`src/rtl/divider_scheduler_pkg.sv`:
```
// divider_scheduler_pkg
// Shared definitions for the divider scheduler slice.
// Contents:
//   sched_state_t : 2-bit encoding of the scheduler FSM (IDLE/ISSUE/WAIT/RESP)
package divider_scheduler_pkg;

    // Scheduler FSM states with fixed encodings so waveforms and any
    // downstream decode see stable values.
    typedef enum logic [1:0] {
        IDLE  = 2'd0,
        ISSUE = 2'd1,
        WAIT  = 2'd2,
        RESP  = 2'd3
    } sched_state_t;

endpackage

```
`src/rtl/divider_scheduler_divider.sv`:
```
// Divider
// Iterative restoring unsigned divider, one quotient bit per clock.
// The first step is taken on the start edge, so finished rises N cycles
// after the start cycle and quotient/remainder are valid in that cycle.
// The divisor input is used directly every step and must be held stable.
// A zero divisor yields quotient all-ones and remainder equal to dividend.
// Ports:
//   i_clock, i_reset : clock, synchronous active-high reset
//   start            : one-cycle pulse loading dividend and taking step 1
//   dividend/divisor : operands (divisor read every cycle)
//   quotient/remainder : results, valid while finished is high
//   finished         : one-cycle completion pulse
module Divider #(
    parameter int N = 8
) (
    input  logic         i_clock,
    input  logic         i_reset,
    input  logic         start,
    input  logic [N-1:0] dividend,
    input  logic [N-1:0] divisor,
    output logic [N-1:0] quotient,
    output logic [N-1:0] remainder,
    output logic         finished
);

    logic [N-1:0] step_onehot;
    logic [N-1:0] rem_q;
    logic [N-1:0] quo_q;
    logic [N-1:0] next_rem;
    logic [N-1:0] next_quo;

    // One restoring step: shift the next dividend bit into the partial
    // remainder and subtract the divisor when it fits. On start the step
    // begins from a cleared remainder and the fresh dividend.
    always_comb begin
        logic [N-1:0] src_rem;
        logic [N-1:0] src_quo;
        logic [N:0]   trial;
        logic [N:0]   diff;
        src_rem  = start ? '0 : rem_q;
        src_quo  = start ? dividend : quo_q;
        trial    = {src_rem, src_quo[N-1]};
        diff     = trial - {1'b0, divisor};
        next_rem = trial[N-1:0];
        next_quo = {src_quo[N-2:0], 1'b0};
        if (trial >= {1'b0, divisor}) begin
            next_rem = diff[N-1:0];
            next_quo = {src_quo[N-2:0], 1'b1};
        end
    end

    // Step tracker is one-hot: bit k set means k+1 steps are done. After the
    // finished cycle it clears, so a stale completion can never linger.
    always_ff @(posedge i_clock) begin
        if (i_reset) begin
            step_onehot <= '0;
            rem_q       <= '0;
            quo_q       <= '0;
        end else if (start) begin
            step_onehot <= N'(1);
            rem_q       <= next_rem;
            quo_q       <= next_quo;
        end else if (finished) begin
            step_onehot <= '0;
        end else if (step_onehot != '0) begin
            step_onehot <= step_onehot << 1;
            rem_q       <= next_rem;
            quo_q       <= next_quo;
        end
    end

    assign finished  = step_onehot[N-1];
    assign quotient  = quo_q;
    assign remainder = rem_q;

endmodule

```
`src/rtl/divider_scheduler_rr_arbiter.sv`:
```
// rr_arbiter
// Combinational round-robin arbiter: grants the first asserted request at or
// after the priority pointer, wrapping from R-1 back to 0.
// Ports:
//   req       : per-requester request vector
//   pointer   : index of the highest-priority requester this cycle
//   enable    : when low no grant is produced
//   grant     : one-hot grant vector
//   grant_idx : binary index of the granted requester (0 when no grant)
module rr_arbiter #(
    parameter int R    = 4,
    parameter int ID_W = $clog2(R)
) (
    input  logic [R-1:0]    req,
    input  logic [ID_W-1:0] pointer,
    input  logic            enable,
    output logic [R-1:0]    grant,
    output logic [ID_W-1:0] grant_idx
);

    // Walk the requesters starting at the pointer; the first asserted one
    // wins. The index is reduced modulo R so non-power-of-two R wraps
    // correctly.
    always_comb begin
        logic            found;
        logic [ID_W-1:0] idx;
        grant     = '0;
        grant_idx = '0;
        found     = 1'b0;
        idx       = '0;
        for (int i = 0; i < R; i++) begin
            idx = ID_W'((int'(pointer) + i) % R);
            if (enable && !found && req[idx]) begin
                grant[idx] = 1'b1;
                grant_idx  = idx;
                found      = 1'b1;
            end
        end
    end

endmodule

```
`src/rtl/divider_scheduler.sv`:
```
// divider_scheduler
// Shares one iterative Divider among R requesters. Requests are accepted
// round-robin, operands are latched and held on the divider, and each result
// is returned on a single response channel tagged with the requester index.
// A zero divisor bypasses the divider and answers directly.
// Ports:
//   i_clock, i_reset   : clock, synchronous active-high reset
//   i_req_valid        : per-requester request valid
//   o_req_ready        : one-hot accept strobe, high only in the accept cycle
//   i_req_dividend/divisor : requester k operands in bits [k*N +: N]
//   o_rsp_valid / i_rsp_ready : response handshake
//   o_rsp_id, o_rsp_quotient, o_rsp_remainder, o_rsp_div_by_zero : response
//   o_busy             : high whenever the FSM is not IDLE
module divider_scheduler
    import divider_scheduler_pkg::*;
#(
    parameter int N    = 8,
    parameter int R    = 4,
    parameter int ID_W = $clog2(R)
) (
    input  logic            i_clock,
    input  logic            i_reset,
    input  logic [R-1:0]    i_req_valid,
    output logic [R-1:0]    o_req_ready,
    input  logic [R*N-1:0]  i_req_dividend,
    input  logic [R*N-1:0]  i_req_divisor,
    output logic            o_rsp_valid,
    input  logic            i_rsp_ready,
    output logic [ID_W-1:0] o_rsp_id,
    output logic [N-1:0]    o_rsp_quotient,
    output logic [N-1:0]    o_rsp_remainder,
    output logic            o_rsp_div_by_zero,
    output logic            o_busy
);

    sched_state_t    state_q;
    sched_state_t    state_d;
    logic [ID_W-1:0] pointer_q;
    logic [ID_W-1:0] id_q;
    logic [N-1:0]    dividend_q;
    logic [N-1:0]    divisor_q;
    logic [N-1:0]    rsp_quotient_q;
    logic [N-1:0]    rsp_remainder_q;
    logic            rsp_dbz_q;
    logic [R-1:0]    grant;
    logic [ID_W-1:0] grant_idx;
    logic            accept;
    logic [N-1:0]    sel_dividend;
    logic [N-1:0]    sel_divisor;
    logic            div_start;
    logic            div_finished;
    logic [N-1:0]    div_quotient;
    logic [N-1:0]    div_remainder;

    // Arbitration only runs in IDLE and is suppressed during reset so the
    // accept strobe reads zero while reset is held.
    rr_arbiter #(.R(R), .ID_W(ID_W)) u_arbiter (
        .req       (i_req_valid),
        .pointer   (pointer_q),
        .enable    ((state_q == IDLE) && !i_reset),
        .grant     (grant),
        .grant_idx (grant_idx)
    );

    assign accept       = |grant;
    assign sel_dividend = i_req_dividend[grant_idx*N +: N];
    assign sel_divisor  = i_req_divisor[grant_idx*N +: N];

    // Operands come from the latches on every cycle because the divider
    // re-reads its divisor each step.
    Divider #(.N(N)) u_divider (
        .i_clock   (i_clock),
        .i_reset   (i_reset),
        .start     (div_start),
        .dividend  (dividend_q),
        .divisor   (divisor_q),
        .quotient  (div_quotient),
        .remainder (div_remainder),
        .finished  (div_finished)
    );

    // State register.
    always_ff @(posedge i_clock) begin
        if (i_reset) begin
            state_q <= IDLE;
        end else begin
            state_q <= state_d;
        end
    end

    // Next-state logic. Start is only ever raised in ISSUE, which keeps a
    // single operation in flight. A zero divisor skips straight to RESP.
    always_comb begin
        state_d   = state_q;
        div_start = 1'b0;
        case (state_q)
            IDLE: begin
                if (accept) begin
                    state_d = (sel_divisor != '0) ? ISSUE : RESP;
                end
            end
            ISSUE: begin
                div_start = 1'b1;
                state_d   = WAIT;
            end
            WAIT: begin
                if (div_finished) begin
                    state_d = RESP;
                end
            end
            RESP: begin
                if (i_rsp_ready) begin
                    state_d = IDLE;
                end
            end
            default: state_d = IDLE;
        endcase
    end

    // Datapath: latch the accepted request and advance the pointer past the
    // winner; load the response either immediately (bypass) or from the
    // divider in its single finished cycle. Response fields then hold until
    // the next operation overwrites them.
    always_ff @(posedge i_clock) begin
        if (i_reset) begin
            pointer_q       <= '0;
            id_q            <= '0;
            dividend_q      <= '0;
            divisor_q       <= '0;
            rsp_quotient_q  <= '0;
            rsp_remainder_q <= '0;
            rsp_dbz_q       <= 1'b0;
        end else begin
            if (accept) begin
                pointer_q  <= (grant_idx == ID_W'(R - 1)) ? '0 : grant_idx + 1'b1;
                id_q       <= grant_idx;
                dividend_q <= sel_dividend;
                divisor_q  <= sel_divisor;
                if (sel_divisor == '0) begin
                    rsp_quotient_q  <= '1;
                    rsp_remainder_q <= sel_dividend;
                    rsp_dbz_q       <= 1'b1;
                end
            end
            if ((state_q == WAIT) && div_finished) begin
                rsp_quotient_q  <= div_quotient;
                rsp_remainder_q <= div_remainder;
                rsp_dbz_q       <= 1'b0;
            end
        end
    end

    assign o_req_ready       = grant;
    assign o_rsp_valid       = (state_q == RESP);
    assign o_rsp_id          = id_q;
    assign o_rsp_quotient    = rsp_quotient_q;
    assign o_rsp_remainder   = rsp_remainder_q;
    assign o_rsp_div_by_zero = rsp_dbz_q;
    assign o_busy            = (state_q != IDLE);

endmodule

```
`config.mk`:
```
export PLATFORM = sky130hd
export DESIGN_NAME = divider_scheduler
export DESIGN_NICKNAME = d
export VERILOG_FILES = /design/src/rtl/divider_scheduler_pkg.sv /design/src/rtl/divider_scheduler_divider.sv /design/src/rtl/divider_scheduler_rr_arbiter.sv /design/src/rtl/divider_scheduler.sv
export SDC_FILE = /design/constraint.sdc
export NUM_CORES = 1
export LEC_CHECK = 0
export ABC_AREA = 1
export CORE_UTILIZATION = 51
export DETAILED_ROUTE_END_ITERATION = 16
export PLACE_DENSITY = 0.93
export SLEW_MARGIN = 20
export SYNTH_ARGS = -nofsm -noshare
export SYNTH_HDL_FRONTEND = slang
export SYNTH_SLANG_ARGS = --single-unit
```
`constraint.sdc`:
```
create_clock -name i_clock -period 3.7 [get_ports i_clock]
set_input_delay 0.37 -clock i_clock [delete_from_list [all_inputs] [get_ports i_clock]]
set_output_delay 0.37 -clock i_clock [all_outputs]
set_load 0.02 [all_outputs]
```
==> qor.csv <==
metric;value;unit
outcome;completed;
synth_ff_type;dfxtp_1;
gp_congestion;0.868;
max_slew_margin;62.2;%
place_ws;408;ps
max_slew.worst_pin.slew;566;ps
insertedDiodeCount;0;
grt_setup_unrepaired;false;
critical_path.slowest_cell;dfxtp_1;
synth_top_area_share;30.6;%
ir_drop;0.339;mV
die_h;91.9;µm
multi_input_area;2390;µm²
hp-class;flop to flop;
synth_area;4120;µm²
drc;0;
cp.required;3940;ps
p_clk_share;16.2;%
hold_ws;428;ps
cpPeakStageDelay;530;ps
internal_power;2.05;mW
post-route-period-util;90.8;%
clock_sinks;63;
timing.final.ws_setup;339;ps
maxCapViolCount;0;
worst-path-buf-inv;2;
grt.total_usage;26.8;%
worstPathArrival;3600;ps
tns;0;ps
ys_async_sr_fraction;0;%
synthTopCellsByCount;nand2_1, inv_1, dfxtp_1;
p_leak;2.35;nW
yosysUniqueCellTypes;38;
stdcell_area;5280;µm²
yosysWarningCount;0;
portBuffers;95;
maxSlewViolCount;0;
postSynthRegisterBits;63;
clockRootBuffer;clkbuf_8;
power.density;751;nW/µm²
fmax;298;MHz
cts_buffer_depth;2;
hold_buffers;0;
finalHoldViolCount;0;
die_area;8440;µm²
setup_viol;0;
crit_chain;inv_1 -> ha_1 -> inv_2 -> nand3_2 -> nand2_2 -> nand4_1 -> nand2_2 -> nand2_8 -> nand2_4 -> nand2_1 -> nand3_1 -> nand2_1 -> nand2_1 -> nor2_2 -> nand3_4 -> a21oi_2 -> nor2_1;
grt_pass1_vias;4091;
ff_latch_area;1260;µm²
vias;4310;
via_per_inst;5.41;
hpwl;8260;µm
switching_share;48.4;%
path_class;flop to flop;
nNetsFinal;782;
switchingPower;1.92;mW
grt_max_degree;33;
synth-edff-count;0;
rows;32;
synth_area_per_cell;6.78;µm²
wirelength;10800;µm
ioPinCount;96;
endpoint_kind;flop;
cp_common_cell;nand2_1;
min_period;3360;ps
synthTopCellsByArea;dfxtp_1, nand2_1, nand3_1, inv_1, o21ai_0;
htreeDepth;3;
numCtsBuffers;9;
synth_nets;699;
seqPwrFrac;24.1;%
clk_latency;340;ps
dr.pass1.iters;5;
dpl-instance-area;5070;µm²
seq_area_frac_synth;30.6;%
clk_pin_slew;70;ps
fin_worst_skew;7.44;ps
critPathTopFamily;simple AND/OR/NAND/NOR gates;
die_width;91.9;µm
syn_inst;608;
cts_tree;done;
synth.most_common_cell;nand2_1;
cp_max_fo;25;
area_delta_synth_final;28.2;%
combPwrFrac;59.7;%
start_util;53.0;%
wl_per_cell;13.6;µm
fillers;613;
synth_area_leader_cell;dfxtp_1;
antenna_found_initial;0;
drive_above_1_share;9.50;%
utilization;68.0;%
critical_path.startpoint_type;flop;
drt-initial-drc-count;245;
grt_pass1_wl;18200;µm
core_area;7770;µm²
ant_nets;0;
grt-ovfl-total;0;
## area by class of cell
type	instances	share of cell area (%)
clock inverter	4	1.33
sequential	63	23.9
clock buffer	11	2.68
tap	102	2.42
inverter	76	5.50
multi-input combinational	440	45.3
timing repair buffer	101	18.9
## state kept, by name, summed over array words and instances, names as in the netlist
register,cells
u_divider.remainder,8
o_rsp_div_by_zero,1
o_rsp_id,2
o_rsp_quotient,8
u_divider.quotient,8
u_divider.step_onehot,8
state_q,2
pointer_q,2
divisor_q,8
o_rsp_remainder,8
dividend_q,8
## timing repair
action,4_1_cts,5_1_grt
setup endpoints to repair,0,4
resized for setup,0,1
buffers inserted,0,0
## cell families (layout without fill, tap and decap cells)
family | count (synthesis) | count (layout) | share of synthesized area, %
buffers and inverters | 105 | 192 | 11.3
AO/OA/AOI/OAI | 120 | 120 | 16.4
adder cells (fa/ha/maj) | 20 | 20 | 6.26
XOR/XNOR | 5 | 5 | 1.06
flip-flops | 63 | 63 | 30.6
AND/OR/NAND/NOR | 295 | 295 | 34.4
## tightest hold or removal path: stages (launching register included)
cell and delay [ps]:
dfxtp_1 310, inv_1 50, nor2_1 30
## placed cells by master, fill, tap and decap left out, types with 2 or more instances in the layout
cell             synthesis  routed
clkbuf_8                 0      10
buf_4                    2       6
a311oi_1                 4       4
dfxtp_1                 63      63
inv_2                    5       6
a21oi_1                 44      44
nor2_4                   4       4
nor2_1                  48      48
inv_1                   69      69
o211ai_1                 2       2
o21ai_0                 50      50
nand2_1                141     141
clkdlybuf4s50_1          0      95
nand3_2                 10      10
o21ai_1                  2       2
xor2_1                   2       2
clkinv_2                 0       2
bufinv_16                0       2
xnor2_1                  3       3
a21oi_2                  8       8
nand3b_1                 8       8
nand3_1                 60      60
nor2_2                   3       3
nand4_1                  5       5
ha_1                    19      19
nand3_4                  2       2
a211oi_1                 6       6
nor3_1                   2       2
nand2_2                  9       9
## through the flow
step                cells  total power [mW]
global placement      782              3.21
detailed placement    782              3.29
finish                797              3.97
CTS                   797              3.95
floorplan             608              2.77
global route          797              4.33
## power by group through the flow
stage | Sequential, mW | Combinational, mW | Clock (mW)
finish | 0.956 | 2.37 | 0.642
global placement | 0.956 | 2.26 | 0
CTS | 0.952 | 2.34 | 0.649
floorplan | 0.945 | 1.82 | 0
global route | 0.975 | 2.67 | 0.686
detailed placement | 0.964 | 2.33 | 0
## routing by layer
metal / vias up / share of wire (%) / global-route usage, %
met3: 20 / 5.4 / 6.55
met1: 1990 / 41 / 30.1
met2: 154 / 51 / 49.3
met4: 0 / 2.0 / 8.07
li1: 2146 / - / -
met5: - / 0 / 0
## final timing paths
check	from	end	slack, ps	cells after the start
hold reg to reg	u_divider.step_onehot[6]$_SDFFE_PP0P_	u_divider.step_onehot[7]$_SDFF_PP0_	430	2
hold / removal	u_divider.step_onehot[6]$_SDFFE_PP0P_	u_divider.step_onehot[7]$_SDFF_PP0_	430	2
setup / recovery	pointer_q[1]$_SDFFE_PP0P_	o_rsp_remainder[1]$_SDFFE_PP0P_	340	17
setup reg to reg	pointer_q[1]$_SDFFE_PP0P_	o_rsp_remainder[1]$_SDFFE_PP0P_	340	17
No activity file was read; power rests on OpenSTA's default activity.
